<file path="config.mk">
export PLATFORM = sky130hd
export DESIGN_NAME = bu_diag_seq
export DESIGN_NICKNAME = d
export VERILOG_FILES = /design/src/rtl/bu_diag_seq.sv
export SDC_FILE = /design/constraint.sdc
export NUM_CORES = 1
export LEC_CHECK = 0
export ABC_AREA = 1
export ABC_CLOCK_PERIOD_IN_PS = 12000
export CORE_MARGIN = 2
export CORE_UTILIZATION = 25
export DETAILED_ROUTE_END_ITERATION = 8
export GPL_TIMING_DRIVEN = 0
export HOLD_SLACK_MARGIN = 0.03
export PLACE_DENSITY = 0.63
export SKIP_LAST_GASP = 1
export SLEW_MARGIN = 15
export SYNTH_ARGS = -nofsm -noshare
export SYNTH_HDL_FRONTEND = slang
export SYNTH_SLANG_ARGS = --single-unit
</file>
<file path="constraint.sdc">
create_clock -name clock -period 12 [get_ports clock]
set_clock_uncertainty 0.15 [all_clocks]
set_input_delay 1.8 -clock clock [delete_from_list [all_inputs] [get_ports clock]]
set_output_delay 1.8 -clock clock [all_outputs]
set_load 0.05 [all_outputs]
</file>
<file path="src/rtl/bu_diag_seq.sv">
// Operand sequencer and result collector for the pipelined (a-b)^2 unit.
// Streams L operand pairs from the operand RAMs and writes results back in arrival order.
module bu_diag_seq #(
    parameter int ADDR_W  = 4,
    parameter int TIMEOUT = 32
) (
    input  logic              clock,
    input  logic              aclr,
    input  logic              start,
    input  logic [ADDR_W:0]   length,
    output logic              rd_en,
    output logic [ADDR_W-1:0] rd_addr,
    input  logic [31:0]       rd_data_a,
    input  logic [31:0]       rd_data_b,
    output logic [31:0]       data_a_sum,
    output logic [31:0]       data_b_sum,
    output logic              data_in_flag,
    input  logic [31:0]       result_in,
    input  logic              data_available,
    output logic              wr_en,
    output logic [ADDR_W-1:0] wr_addr,
    output logic [31:0]       wr_data,
    output logic              busy,
    output logic              done,
    output logic              err
);

    localparam int WD_W = $clog2(TIMEOUT + 1);

    localparam logic [1:0] S_IDLE  = 2'd0;
    localparam logic [1:0] S_ISSUE = 2'd1;
    localparam logic [1:0] S_DRAIN = 2'd2;
    localparam logic [1:0] S_FIN   = 2'd3;

    localparam logic [ADDR_W:0]   MAX_LEN  = (ADDR_W + 1)'(1 << ADDR_W);
    localparam logic [ADDR_W:0]   CNT_ONE  = (ADDR_W + 1)'(1);
    localparam logic [ADDR_W-1:0] ADDR_ONE = ADDR_W'(1);
    localparam logic [WD_W-1:0]   WD_ONE   = WD_W'(1);
    localparam logic [WD_W-1:0]   WD_LIMIT = WD_W'(TIMEOUT);

    logic [1:0]        state_q, state_d;
    logic [ADDR_W:0]   len_q, len_d;
    logic [ADDR_W:0]   collect_q, collect_d;
    logic [WD_W-1:0]   wd_q, wd_d;
    logic              rd_en_q, rd_en_d;
    logic [ADDR_W-1:0] rd_addr_q, rd_addr_d;
    logic              rd_valid_q, rd_valid_d;
    logic              flag_q, flag_d;
    logic [31:0]       a_q, a_d;
    logic [31:0]       b_q, b_d;
    logic              wr_en_q, wr_en_d;
    logic [ADDR_W-1:0] wr_addr_q, wr_addr_d;
    logic [31:0]       wr_data_q, wr_data_d;
    logic              busy_q, busy_d;
    logic              done_q, done_d;
    logic              err_q, err_d;
    logic              collecting;

    assign collecting = (state_q == S_ISSUE) || (state_q == S_DRAIN);

    always_comb begin
        state_d    = state_q;
        len_d      = len_q;
        collect_d  = collect_q;
        wd_d       = wd_q;
        rd_en_d    = 1'b0;
        rd_addr_d  = rd_addr_q;
        rd_valid_d = rd_en_q;
        flag_d     = rd_valid_q;
        a_d        = a_q;
        b_d        = b_q;
        wr_en_d    = 1'b0;
        wr_addr_d  = wr_addr_q;
        wr_data_d  = wr_data_q;
        done_d     = 1'b0;
        err_d      = err_q;

        // RAM data arrives one cycle after the read; register it onto the unit inputs.
        if (rd_valid_q) begin
            a_d = rd_data_a;
            b_d = rd_data_b;
        end

        case (state_q)
            S_IDLE: begin
                if (start) begin
                    len_d     = (length > MAX_LEN) ? MAX_LEN : length;
                    err_d     = 1'b0;
                    collect_d = '0;
                    wd_d      = '0;
                    rd_addr_d = '0;
                    if (len_d == '0) begin
                        state_d = S_FIN;
                    end else begin
                        state_d = S_ISSUE;
                        rd_en_d = 1'b1;
                    end
                end
            end
            S_ISSUE: begin
                if ({1'b0, rd_addr_q} == len_q - CNT_ONE) begin
                    state_d = S_DRAIN;
                end else begin
                    rd_en_d   = 1'b1;
                    rd_addr_d = rd_addr_q + ADDR_ONE;
                end
            end
            S_FIN: begin
                done_d  = 1'b1;
                state_d = S_IDLE;
            end
            default: ;
        endcase

        // Results outside a run, or beyond the L-th, are dropped and flagged.
        if (data_available) begin
            if (collecting && (collect_q < len_q)) begin
                wr_en_d   = 1'b1;
                wr_addr_d = collect_q[ADDR_W-1:0];
                wr_data_d = result_in;
                collect_d = collect_q + CNT_ONE;
            end else begin
                err_d = 1'b1;
            end
        end

        if (state_q == S_DRAIN) begin
            wd_d = data_available ? '0 : wd_q + WD_ONE;
            if (collect_d == len_q) begin
                state_d = S_FIN;
            end else if (wd_d == WD_LIMIT) begin
                err_d   = 1'b1;
                state_d = S_FIN;
            end
        end

        busy_d = (state_d != S_IDLE);
    end

    always_ff @(posedge clock or posedge aclr) begin
        if (aclr) begin
            state_q    <= S_IDLE;
            len_q      <= '0;
            collect_q  <= '0;
            wd_q       <= '0;
            rd_en_q    <= 1'b0;
            rd_addr_q  <= '0;
            rd_valid_q <= 1'b0;
            flag_q     <= 1'b0;
            a_q        <= '0;
            b_q        <= '0;
            wr_en_q    <= 1'b0;
            wr_addr_q  <= '0;
            wr_data_q  <= '0;
            busy_q     <= 1'b0;
            done_q     <= 1'b0;
            err_q      <= 1'b0;
        end else begin
            state_q    <= state_d;
            len_q      <= len_d;
            collect_q  <= collect_d;
            wd_q       <= wd_d;
            rd_en_q    <= rd_en_d;
            rd_addr_q  <= rd_addr_d;
            rd_valid_q <= rd_valid_d;
            flag_q     <= flag_d;
            a_q        <= a_d;
            b_q        <= b_d;
            wr_en_q    <= wr_en_d;
            wr_addr_q  <= wr_addr_d;
            wr_data_q  <= wr_data_d;
            busy_q     <= busy_d;
            done_q     <= done_d;
            err_q      <= err_d;
        end
    end

    assign rd_en        = rd_en_q;
    assign rd_addr      = rd_addr_q;
    assign data_a_sum   = a_q;
    assign data_b_sum   = b_q;
    assign data_in_flag = flag_q;
    assign wr_en        = wr_en_q;
    assign wr_addr      = wr_addr_q;
    assign wr_data      = wr_data_q;
    assign busy         = busy_q;
    assign done         = done_q;
    assign err          = err_q;

endmodule

</file>
Word-level counts from Yosys, hierarchy flattened. Cells that the tools add are included. W data, S select, Z words.

Logic and storage cells: 75. Register bits: 129. Input bits: 105. Output and inout port bits: 110.

Reductions and logical operators: 12. $lt $le $gt $ge: 2. Eq/ne operators: 8. Add/subtract/negate cells: 4. Multiplexer cells: 33.

Operator list (count): $mux W5 (5); $mux W6 (4); $mux W1 (13); $mux W2 (6); $mux W4 (2); $pmux W4 S2 (1); $reduce_bool A2 Y1 (4); $add A6 B1 Y6 const B (1); $eq A6 B6 Y1 const B (1); $pmux W2 S3 (1); $reduce_and A2 Y1 (3); $add A5 B1 Y5 const B (1); $eq A4 B5 Y1 (1); $eq A5 B5 Y1 (1); $gt A5 B5 Y1 const B (1); $logic_not A5 Y1 (1); $lt A5 B5 Y1 (1); $sub A5 B1 Y5 const B (1); $add A4 B1 Y4 const B (1); $eq A2 B2 Y1 const B (2); $ne A2 B2 Y1 const B (2); $reduce_and A3 Y1 (1); $eq A2 B1 Y1 const B (1); $logic_not A2 Y1 (1); other kinds (3) (3).

Longest topological paths before layout. Gate-level depths: netlist of run 1.

Depth in word-level cells: 10. Depth in mapped cells: 16.

Worst setup path after synthesis of run 1. No wires, ideal clock.

Kind: input to register. From: input data_available. To: register err_q, in the netlist err. Arrival time: 2726 ps. Buffers on the path: 2. Path slack: 9002 ps. Setup time: 121 ps. Stages on the path: 11. Cell sequence: buf_2 -> nand4_4 -> inv_2 -> buf_6 -> nand2_2 -> nand3_2 -> nand2_2 -> nor2_4 -> nand2_1 -> nand2_1 -> nand2_1.

Cells in the longest elaborated chain, start to end: 5.

Ends and longest elaborated chain: start, declared (line 19) `input logic data_available,`; $mux W6 (line 128) `wd_d = data_available ? '0 : wd_q + WD_ONE;`; $eq A6 B6 Y1 (line 131) `end else if (wd_d == WD_LIMIT) begin`; $mux W1 (line 131); $mux W1 (line 129) `if (collect_d == len_q) begin`; $mux W1 (*) (line 127) `if (state_q == S_DRAIN) begin`; net err_d (line 56) `logic err_q, err_d;`; end signal, assigned (line 174) `err_q <= err_d;`; end, declared (line 56).

The timed path passes the listed nets; every way through them passes the cells marked *. A chain may end at the register's enable or synchronous reset.

Worst setup path in the final report of run 1.
From: register rd_addr_q[2], in the netlist rd_addr[2]. To: output rd_addr[2].

RTL lines: start, declared (line 46) `logic [ADDR_W-1:0] rd_addr_q, rd_addr_d;`; start signal, assigned (line 164) `rd_addr_q <= rd_addr_d;`; end, declared (line 12) `output logic [ADDR_W-1:0] rd_addr,`.

No word-level cell between the ends.

==> out/summary.txt, run 1 <==
commonest cells in the netlist: nand2_1, dfrtp_1, mux2_2, inv_1, nand3_1
number of antenna diodes: 0
Routed WL: 14440 µm
Hold WS: 0.2303 ns
First-pass DRT Iterations: 4
Top Family by Delay on Critical Path: buffers and inverters
CP Data Required Time: 10.05 ns
pin count of the biggest net entering global routing: 67
wire per inst: 13.87 µm
Fillers: 2094
run status: complete, no violations
Starting Density: 25.35%
Initial DRC Count: 174
Synth Cell Area: 0.005498 mm²
CTS Sinks: 129
Final Wtd Congestion: 0.7527
first-pass GRT wire length: 23710 µm
Critical Path End Type: output port
post-route cell area: 0.008658 mm²
Final setup violation count: 0
Final Max Tran Viols: 0
Multi-input gate area: 0.002042 mm²
period utilization: 30.58%
setup tns final: 0 ns
CP Launch Type: flip-flop
most common cell in the netlist: nand2_1
post_cts resized: 0
Warnings, synthesis: 0
top_reg_cell synth: dfrtp_1
Max VDD drop: 0.1258 mV
Final Util: 39.92%
overall die width: 152.3 µm
RSZ-0062 raised after global routing: false
Post-DRT Antenna Nets: 0
Pwr Total: 2956 µW
CTS hold repair buffers: 0
Worst Tran Pin Value: 0.6058 ns
Setup CP Type: flip-flop to output port
Reg area: 0.003228 mm²
Post-synth EDFFs: 0
TritonCTS buffer count: 17
Max Freq: 272.5 MHz
DRC: 0
grt ovf: 0
Post-Syn Instances: 515
critical path, cell by cell: clkdlybuf4s50_1
slowest cell delay on critical path: 0.85 ns
# H-tree levels: 4
endpoints failing hold: 0
Buf/Inv on CP: 1
Synth area leader: dfrtp_1
Crit-path slowest cell: clkdlybuf4s50_1
Cell Area, Placed: 0.008015 mm²
Global Route Usage Sum: 12.76%
worst-skew pair later-pin latency: 0.42 ns
sequential fraction of the synthesis area: 58.72%
TritonCTS clock tree: done
Site Rows: 54
Die Y: 152.3 µm
synth unique cells: 29
Vias: 4439
Reg clk slew, reported paths: 0.06 ns
Vias per Instance: 4.264
Core ar.: 0.02169 mm²
root buf cell: clkbuf_16
layout cell share with drive strength beyond 1: 16.56%
die area: 0.02319 mm²
pwr/cell area: 341.5 mW/mm²
vias in the first global route: 4523
Synth Register Bits: 129
CP arrival: 1.72 ns
Layout area overhead: 57.49%
IO Pins: 215
Rel. slew slack: 59.49%
post-CTS setup buffers: 0
crit path time final: 3.670 ns
Syn Area/Cell: 10.68 µm²
async set or reset register ratio after synthesis: 100.0%
net count reported at finish: 865
initial antenna violation count: 0
max cap viols: 0
I/O Buffers: 213
CP max FO: 6
Synth area leaders: dfrtp_1, mux2_2, nand2_1
Clock Tree Buf Depth: 2
post-synth top area share: 58.72%
hpwl dp: 10660 µm
worst min-delay path class: flip-flop to flip-flop
syn nets: 632
LEAKAGE: 0.003895 µW
## final timing paths
check	startpoint	to	slack (ns)	depth (start not counted)
worst max-delay path	rd_addr[2]	rd_addr[2]	8.33	1
worst min-delay path	flag_d	data_in_flag	0.23	0
worst max register to register	len_q[2]	wr_data[16]	9.74	10
worst min register to register	flag_d	data_in_flag	0.23	0
max in group asynchronous	aclr	flag_d	9.34	3
min in group asynchronous	aclr	data_a_sum[11]	1.67	2
## routing by layer
metal	track usage, %	routed length, µm	up-vias
li1	-	-	2149
met1	16.01	6471	2101
met2	20.81	6744	174
met3	3.896	945	15
met4	4.717	274	0
met5	0	0	-
## power breakdown
part | internal [µW] | leakage, µW | switching (µW) | total, µW
clock network | 357 | 0.000304 | 206 | 563
registers | 640 | 0.00157 | 112 | 752
logic | 588 | 0.00203 | 1050 | 1640
## worst reg2reg max path: stages, from the launching register on
cell      delay (ns)
dfrtp_1         0.39
inv_1           0.14
ha_1            0.33
nand2_1         0.05
nand2_1         0.08
nand2_1         0.09
nand4_4         0.15
buf_4           0.19
clkbuf_1        0.43
nand2_1         0.12
nand2_1         0.09
## logic make-up after synthesis
kind of cell    synth area share (%)
compound gates                 2.685
simple gates                   17.34
mux                            13.11
xor+xnor                       1.275
buf+inv                        4.142
fa+ha+maj                      2.731
flops                          58.72
## sequential cells by signal, indices dropped and copies added (netlist names), 2 cells and up
| name | flops |
|---|---|
| len_q | 5 |
| wr_addr | 4 |
| wd_q | 6 |
| data_a_sum | 32 |
| collect_q | 5 |
| state_q | 2 |
| rd_addr | 4 |
| wr_data | 32 |
| data_b_sum | 32 |
## placed cells by master (no fill, tap or decap), types with 2 or more instances in the layout
cell type and count:
nor2_4 2, nand4_1 8, nand3_2 3, bufinv_16 4, o21ai_0 9, clkbuf_16 17, mux2_2 64, nor2_1 12
xor2_1 5, nand2_1 168, xnor2_1 3, dfrtp_1 129, a21oi_1 5, clkinv_4 3, nand2_2 4, inv_2 3
clkinvlp_4 3, inv_1 33, nand3_1 20, nor3_1 2, o22ai_1 5, o31ai_1 4, ha_1 12, clkdlybuf4s50_1 213
buf_2 11, clkbuf_1 4, inv_6 4
## layout make-up
class,count,area share (%)
Tap cell,280,4.046
Inverter,37,1.691
Sequential cell,129,37.28
Timing Repair Buffer,214,24.94
Buffer,17,1.026
Clock buffer,18,5.072
Multi-Input combinational cell,332,23.58
Clock inverter,14,2.355
## metrics by stage
| step | worst slack (ns) | std cells |
|---|---|---|
| after global routing | 8.246 | 1041 |
| after floorplan | 6.609 | 515 |
| after global placement | 4.408 | 1008 |
| final | 8.330 | 1041 |
| after CTS | 8.302 | 1041 |
| after detailed placement | 8.301 | 1009 |
Note: power is estimated with default switching activity, not from simulation.
==> run 2, diff against run 1 <==
ABC_CLOCK_PERIOD_IN_PS = 3700   (was 12000)
clock period = 3.7 ns   (was 12 ns; I/O delays follow)
==> out/summary.txt, run 2 (synthesized netlist as in run 1, its figures left out) <==
CTS Sinks: 129 (unchanged)
Hold Crit Start: rd_en
post-route insts no fill: 1044 (+0.29%)
critical path, cell by cell: clkdlybuf4s50_1
Critical Path End Type: output port
Place WS: 1.233 ns (-7.068 ns)
Max VDD drop: 0.3702 mV (+190%)
hpwl dp: 11200 µm (+5.1%)
Core ar.: 0.02169 mm² (unchanged)
initial antenna violation count: 0 (unchanged)
IO Pins: 215 (unchanged)
TritonCTS clock tree: done
placed insts: 1012 (+0.30%)
Worst Hold Path EP: flag_d
Rel. slew slack: 58.63% (-0.86 points)
first-pass GRT wire length: 23810 µm (+0.43%)
DRC: 0 (unchanged)
# H-tree levels: 4 (unchanged)
post-CTS setup buffers: 0 (unchanged)
Vias: 4433 (-0.14%)
pin count of the biggest net entering global routing: 35 (-48%)
Worst R2R Setup Slack: 1.41 ns (-8.33 ns)
Setup CP Type: flip-flop to output port
endpoints failing hold: 0 (unchanged)
layout cell share with drive strength beyond 1: 16.88% (+0.33 points)
root buf cell: clkbuf_16
R2R cell count: 16 (+6)
Buf/Inv on CP: 1 (unchanged)
First-pass DRT Iterations: 4 (unchanged)
Starting Density: 25.35% (unchanged)
worst min-delay path class: flip-flop to flip-flop
CP Data Required Time: 2.99 ns (-7.06 ns)
Routed WL: 14610 µm (+1.2%)
Initial DRC Count: 210 (+21%)
Global Route Usage Sum: 12.84% (+0.071 points)
overall die width: 152.3 µm (unchanged)
number of antenna diodes: 0 (unchanged)
Hold Crit Depth: 0 (unchanged)
setup tns final: 0 ns (unchanged)
crit path time final: 2.406 ns
worst-skew pair later-pin latency: 0.40 ns (-0.02 ns)
Final setup violation count: 0 (unchanged)
grt ovf: 0 (unchanged)
commonest non-fill, non-tap cell in the layout: clkdlybuf4s50_1
Max Freq: 415.6 MHz
CP arrival: 1.70 ns (-0.02 ns)
Final Wtd Congestion: 0.8019 (+6.5%)
I/O Buffers: 213 (unchanged)
net count reported at finish: 868 (+0.35%)
Crit-path slowest cell: clkdlybuf4s50_1
period utilization: 65.03%
LEAKAGE: 0.003890 µW (-0.14%)
Die Y: 152.3 µm (unchanged)
Worst path depth: 1 (unchanged)
setup ws final: 1.294 ns (-7.036 ns)
Crit Reg-Reg Startpoint: len_q[2]
post_cts resized: 0 (unchanged)
CP max FO: 6 (unchanged)
Site Rows: 54 (unchanged)
Worst Tran Pin Value: 0.6187 ns (+0.01284 ns)
wire per inst: 14.00 µm (+0.94%)
slowest cell delay on critical path: 0.85 ns (about the same)
Final Max Tran Viols: 0 (unchanged)
CP Launch Type: flip-flop
Top Family by Delay on Critical Path: buffers and inverters
Hold WS: 0.2270 ns (-0.003343 ns)
Vias per Instance: 4.246 (-0.42%)
most frequent cells in the layout: clkdlybuf4s50_1, nand2_1, dfrtp_1
vias in the first global route: 4486 (-0.82%)
Layout area overhead: 57.51% (about the same)
run status: complete, no violations
CTS hold repair buffers: 0 (unchanged)
max cap viols: 0 (unchanged)
RSZ-0062 raised after global routing: false
RR Endpoint: err
Clock Tree Buf Depth: 2 (unchanged)
TritonCTS buffer count: 17 (unchanged)
Reg clk slew, reported paths: 0.06 ns (about the same)
pwr/cell area: 1092 mW/mm² (+220%)
die area: 0.02319 mm² (unchanged)
Post-DRT Antenna Nets: 0 (unchanged)
==> run 2: cell count changes in the layout (fill, tap and decap cells not counted), sizes merged <==
cell	before	now
buf	14	17
bufinv	4	2
clkinv	3	5
clkinvlp	3	5
inv	41	39
==> run 2: worst max path at each step <==
stage / start / end
2_1_floorplan: aclr / busy
3_3_place_gp: aclr / data_a_sum[6]
3_5_place_dp: start / rd_addr[3]
4_1_cts: rd_addr[2] / rd_addr[2]
5_1_grt: len_q[4] / err
6_report: rd_addr[2] / rd_addr[2]
==> run 2: per-stage QoR <==
stage,instance area [µm²],power (µW),utilization (%)
after floorplan,5502,6058,-
after global routing,8660,10010,39.93
after detailed placement,8064,7855,37.18
after CTS,8660,9585,39.93
final,8660,9452,39.93
after global placement,7984,7784,36.81
==> run 2: layer usage <==
metal | share of wire (%) | wire length (µm) | up-vias | GRT usage (%)
met1 | 43 | 6229 | 2100 | 15.32
met3 | 6.4 | 931 | 11 | 4.181
met2 | 50 | 7299 | 158 | 22.39
met5 | 0 | 0 | - | 0
li1 | - | - | 2164 | -
met4 | 1.0 | 153 | 0 | 3.204
==> run 2: cell type report <==
type                       instances  area (µm²)
fill                            2088       13030
sequential                       129        3228
timing repair buffer             217        2212
multi-input combinational        332        2042
clock buffer                      18       439.2
tap                              280       350.3
clock inverter                    14       156.4
inverter                          37       142.6
buffer                            17       88.84
==> run 2: where the power goes <==
part	switching (µW)	leakage (µW)	internal [µW]
Sequential	367	0.00157	2080
Combinational	3420	0.00205	1910
Clock	663	0.000280	1020
==> run 3, diff against run 2 <==
ABC_CLOCK_PERIOD_IN_PS = 2200   (was 3700)
PLACE_DENSITY = 0.65   (was 0.63)
clock period = 2.2 ns   (was 3.7 ns; I/O delays follow)
==> out/summary.txt, run 3 (synthesized netlist as in run 1, its figures left out) <==
run status: complete, no violations
Worst path depth: 1 (unchanged)
die area: 0.02319 mm² (unchanged)
Critical Path End Type: output port
Buf/Inv on CP: 1 (unchanged)
root buf cell: clkbuf_16
TritonCTS buffer count: 17 (unchanged)
CTS Sinks: 129 (unchanged)
hpwl dp: 11010 µm (-1.7%)
worst min-delay path class: input pin to asynchronous set/reset pin
Fillers: 2110 (+1.1%)
first-pass GRT wire length: 24290 µm (+2.0%)
CP arrival: 1.64 ns (-0.06 ns)
Global Route Usage Sum: 13.13% (+0.29 points)
CP Data Required Time: 1.72 ns (-1.27 ns)
Pwr Total: 16330 µW (+73%)
pwr/cell area: 1837 mW/mm² (+68%)
pin count of the biggest net entering global routing: 36 (+2.9%)
slowest cell delay on critical path: 0.87 ns (+0.02 ns)
First-pass DRT Iterations: 4 (unchanged)
Final setup violation count: 0 (unchanged)
wire per inst: 14.10 µm (+0.73%)
Initial DRC Count: 219 (+4.3%)
endpoints failing hold: 0 (unchanged)
Site Rows: 54 (unchanged)
number of antenna diodes: 0 (unchanged)
Rel. slew slack: 61.00% (+2.4 points)
I/O Buffers: 213 (unchanged)
initial antenna violation count: 0 (unchanged)
Starting Density: 25.35% (unchanged)
CP endpoint: wr_addr[1]
Worst Tran Pin Value: 0.5832 ns (-0.03548 ns)
R2R cell count: 15 (-1)
CP Launch Point: wr_addr[1]
Final Max Tran Viols: 0 (unchanged)
Max VDD drop: 0.5208 mV (+41%)
DRC: 0 (unchanged)
vias in the first global route: 4473 (-0.29%)
Vias: 4550 (+2.6%)
# H-tree levels: 4 (unchanged)
crit path time final: 2.121 ns
Cell Area, Placed: 0.008064 mm² (unchanged)
Reg area: 0.003231 mm² (about the same)
critical path, cell by cell: clkdlybuf4s50_1
Core ar.: 0.02169 mm² (unchanged)
most frequent cells in the layout: clkdlybuf4s50_1, nand2_1, dfrtp_1
worst-skew pair later-pin latency: 0.41 ns (about the same)
grt ovf: 0 (unchanged)
CTS hold repair buffers: 0 (unchanged)
Post-DRT Antenna Nets: 0 (unchanged)
TritonCTS clock tree: done
max cap viols: 0 (unchanged)
Routed WL: 14990 µm (+2.6%)
LEAKAGE: 0.004015 µW (+3.2%)
Crit Reg-Reg Startpoint: len_q[4]
layout cell share with drive strength beyond 1: 21.97% (+5.1 points)
CP Launch Type: flip-flop
Vias per Instance: 4.280 (+0.80%)
Reg clk slew, reported paths: 0.07 ns (about the same)
overall die width: 152.3 µm (unchanged)
commonest non-fill, non-tap cell in the layout: clkdlybuf4s50_1
RR Endpoint: err
post-route cell area: 0.008892 mm² (+2.7%)
Setup CP Type: flip-flop to output port
Crit-path slowest cell: clkdlybuf4s50_1
IO Pins: 215 (unchanged)
CP max FO: 2 (-4)
Max Freq: 471.6 MHz
Top Family by Delay on Critical Path: buffers and inverters
Die Y: 152.3 µm (unchanged)
period utilization: 96.39%
Worst R2R Setup Slack: 0.12 ns (-1.29 ns)
Multi-input gate area: 0.002107 mm² (+3.2%)
RSZ-0062 raised after global routing: true
net count reported at finish: 887 (+2.2%)
Clock Tree Buf Depth: 2 (unchanged)
Final Wtd Congestion: 0.7755 (-3.3%)
Layout area overhead: 61.74%
==> run 3: cell count changes in the layout (fill, tap and decap cells not counted), sizes merged <==
cell,delta
clkinv,-2
inv,+4
clkbuf,+2
buf,+17
bufinv,-1
dlymetal6s2s,+1
clkdlybuf4s50,-4
dlygate4sd2,+3
clkinvlp,-1
==> run 3: timing repair <==
action | CTS | global route
resized for setup | 7 | 30
setup buffers | 2 | 18
endpoints found under the setup margin | 26 | 37
pin swaps | 1 | 6
==> run 3: through the flow <==
step	setup slack [ns]	utilization [%]	hold slack (ns)	setup TNS, ns	instances
after floorplan	0.1248	-	0.2019	0	515
after global placement	-1.268	36.81	0.2141	-162.91	1008
after detailed placement	-0.1113	37.18	0.2134	-1.483	1012
after CTS	-0.03004	39.94	0.06700	-0.03004	1046
after global routing	-0.06603	41.00	0.08978	-0.09557	1063
final	0.07948	41.00	0.07217	0	1063
==> run 3: power breakdown <==
| group | internal, µW | total, µW | switching, µW | leakage [µW] |
|---|---|---|---|---|
| sequential | 3490 | 4110 | 616 | 0.00156 |
| clock | 1620 | 2800 | 1180 | 0.000277 |
| combinational | 3510 | 9420 | 5910 | 0.00218 |
==> run 3: final cells by class <==
type | count | area share (%)
buffer | 16 | 1.168
clock buffer | 18 | 4.939
clock inverter | 14 | 1.604
inverter | 37 | 1.632
multi-input combinational | 332 | 23.69
sequential | 129 | 36.33
tap | 280 | 3.940
timing repair buffer | 237 | 26.69
==> run 3: layer usage <==
metal  wire (µm)  global-route usage [%]  up-vias
met5           0                       0        -
li1            -                       -     2202
met1        6606                   17.10     2162
met2        7120                   20.89      168
met4         246                   4.228        0
met3        1013                   4.096       18
==> run 3: worst min-delay path by stage <==
stage,startpoint,endpoint
floorplan,flag_d,data_in_flag
global placement,flag_d,data_in_flag
detailed placement,flag_d,data_in_flag
CTS,aclr,wr_data[25]
global route,aclr,data_a_sum[16]
finish,aclr,data_a_sum[16]
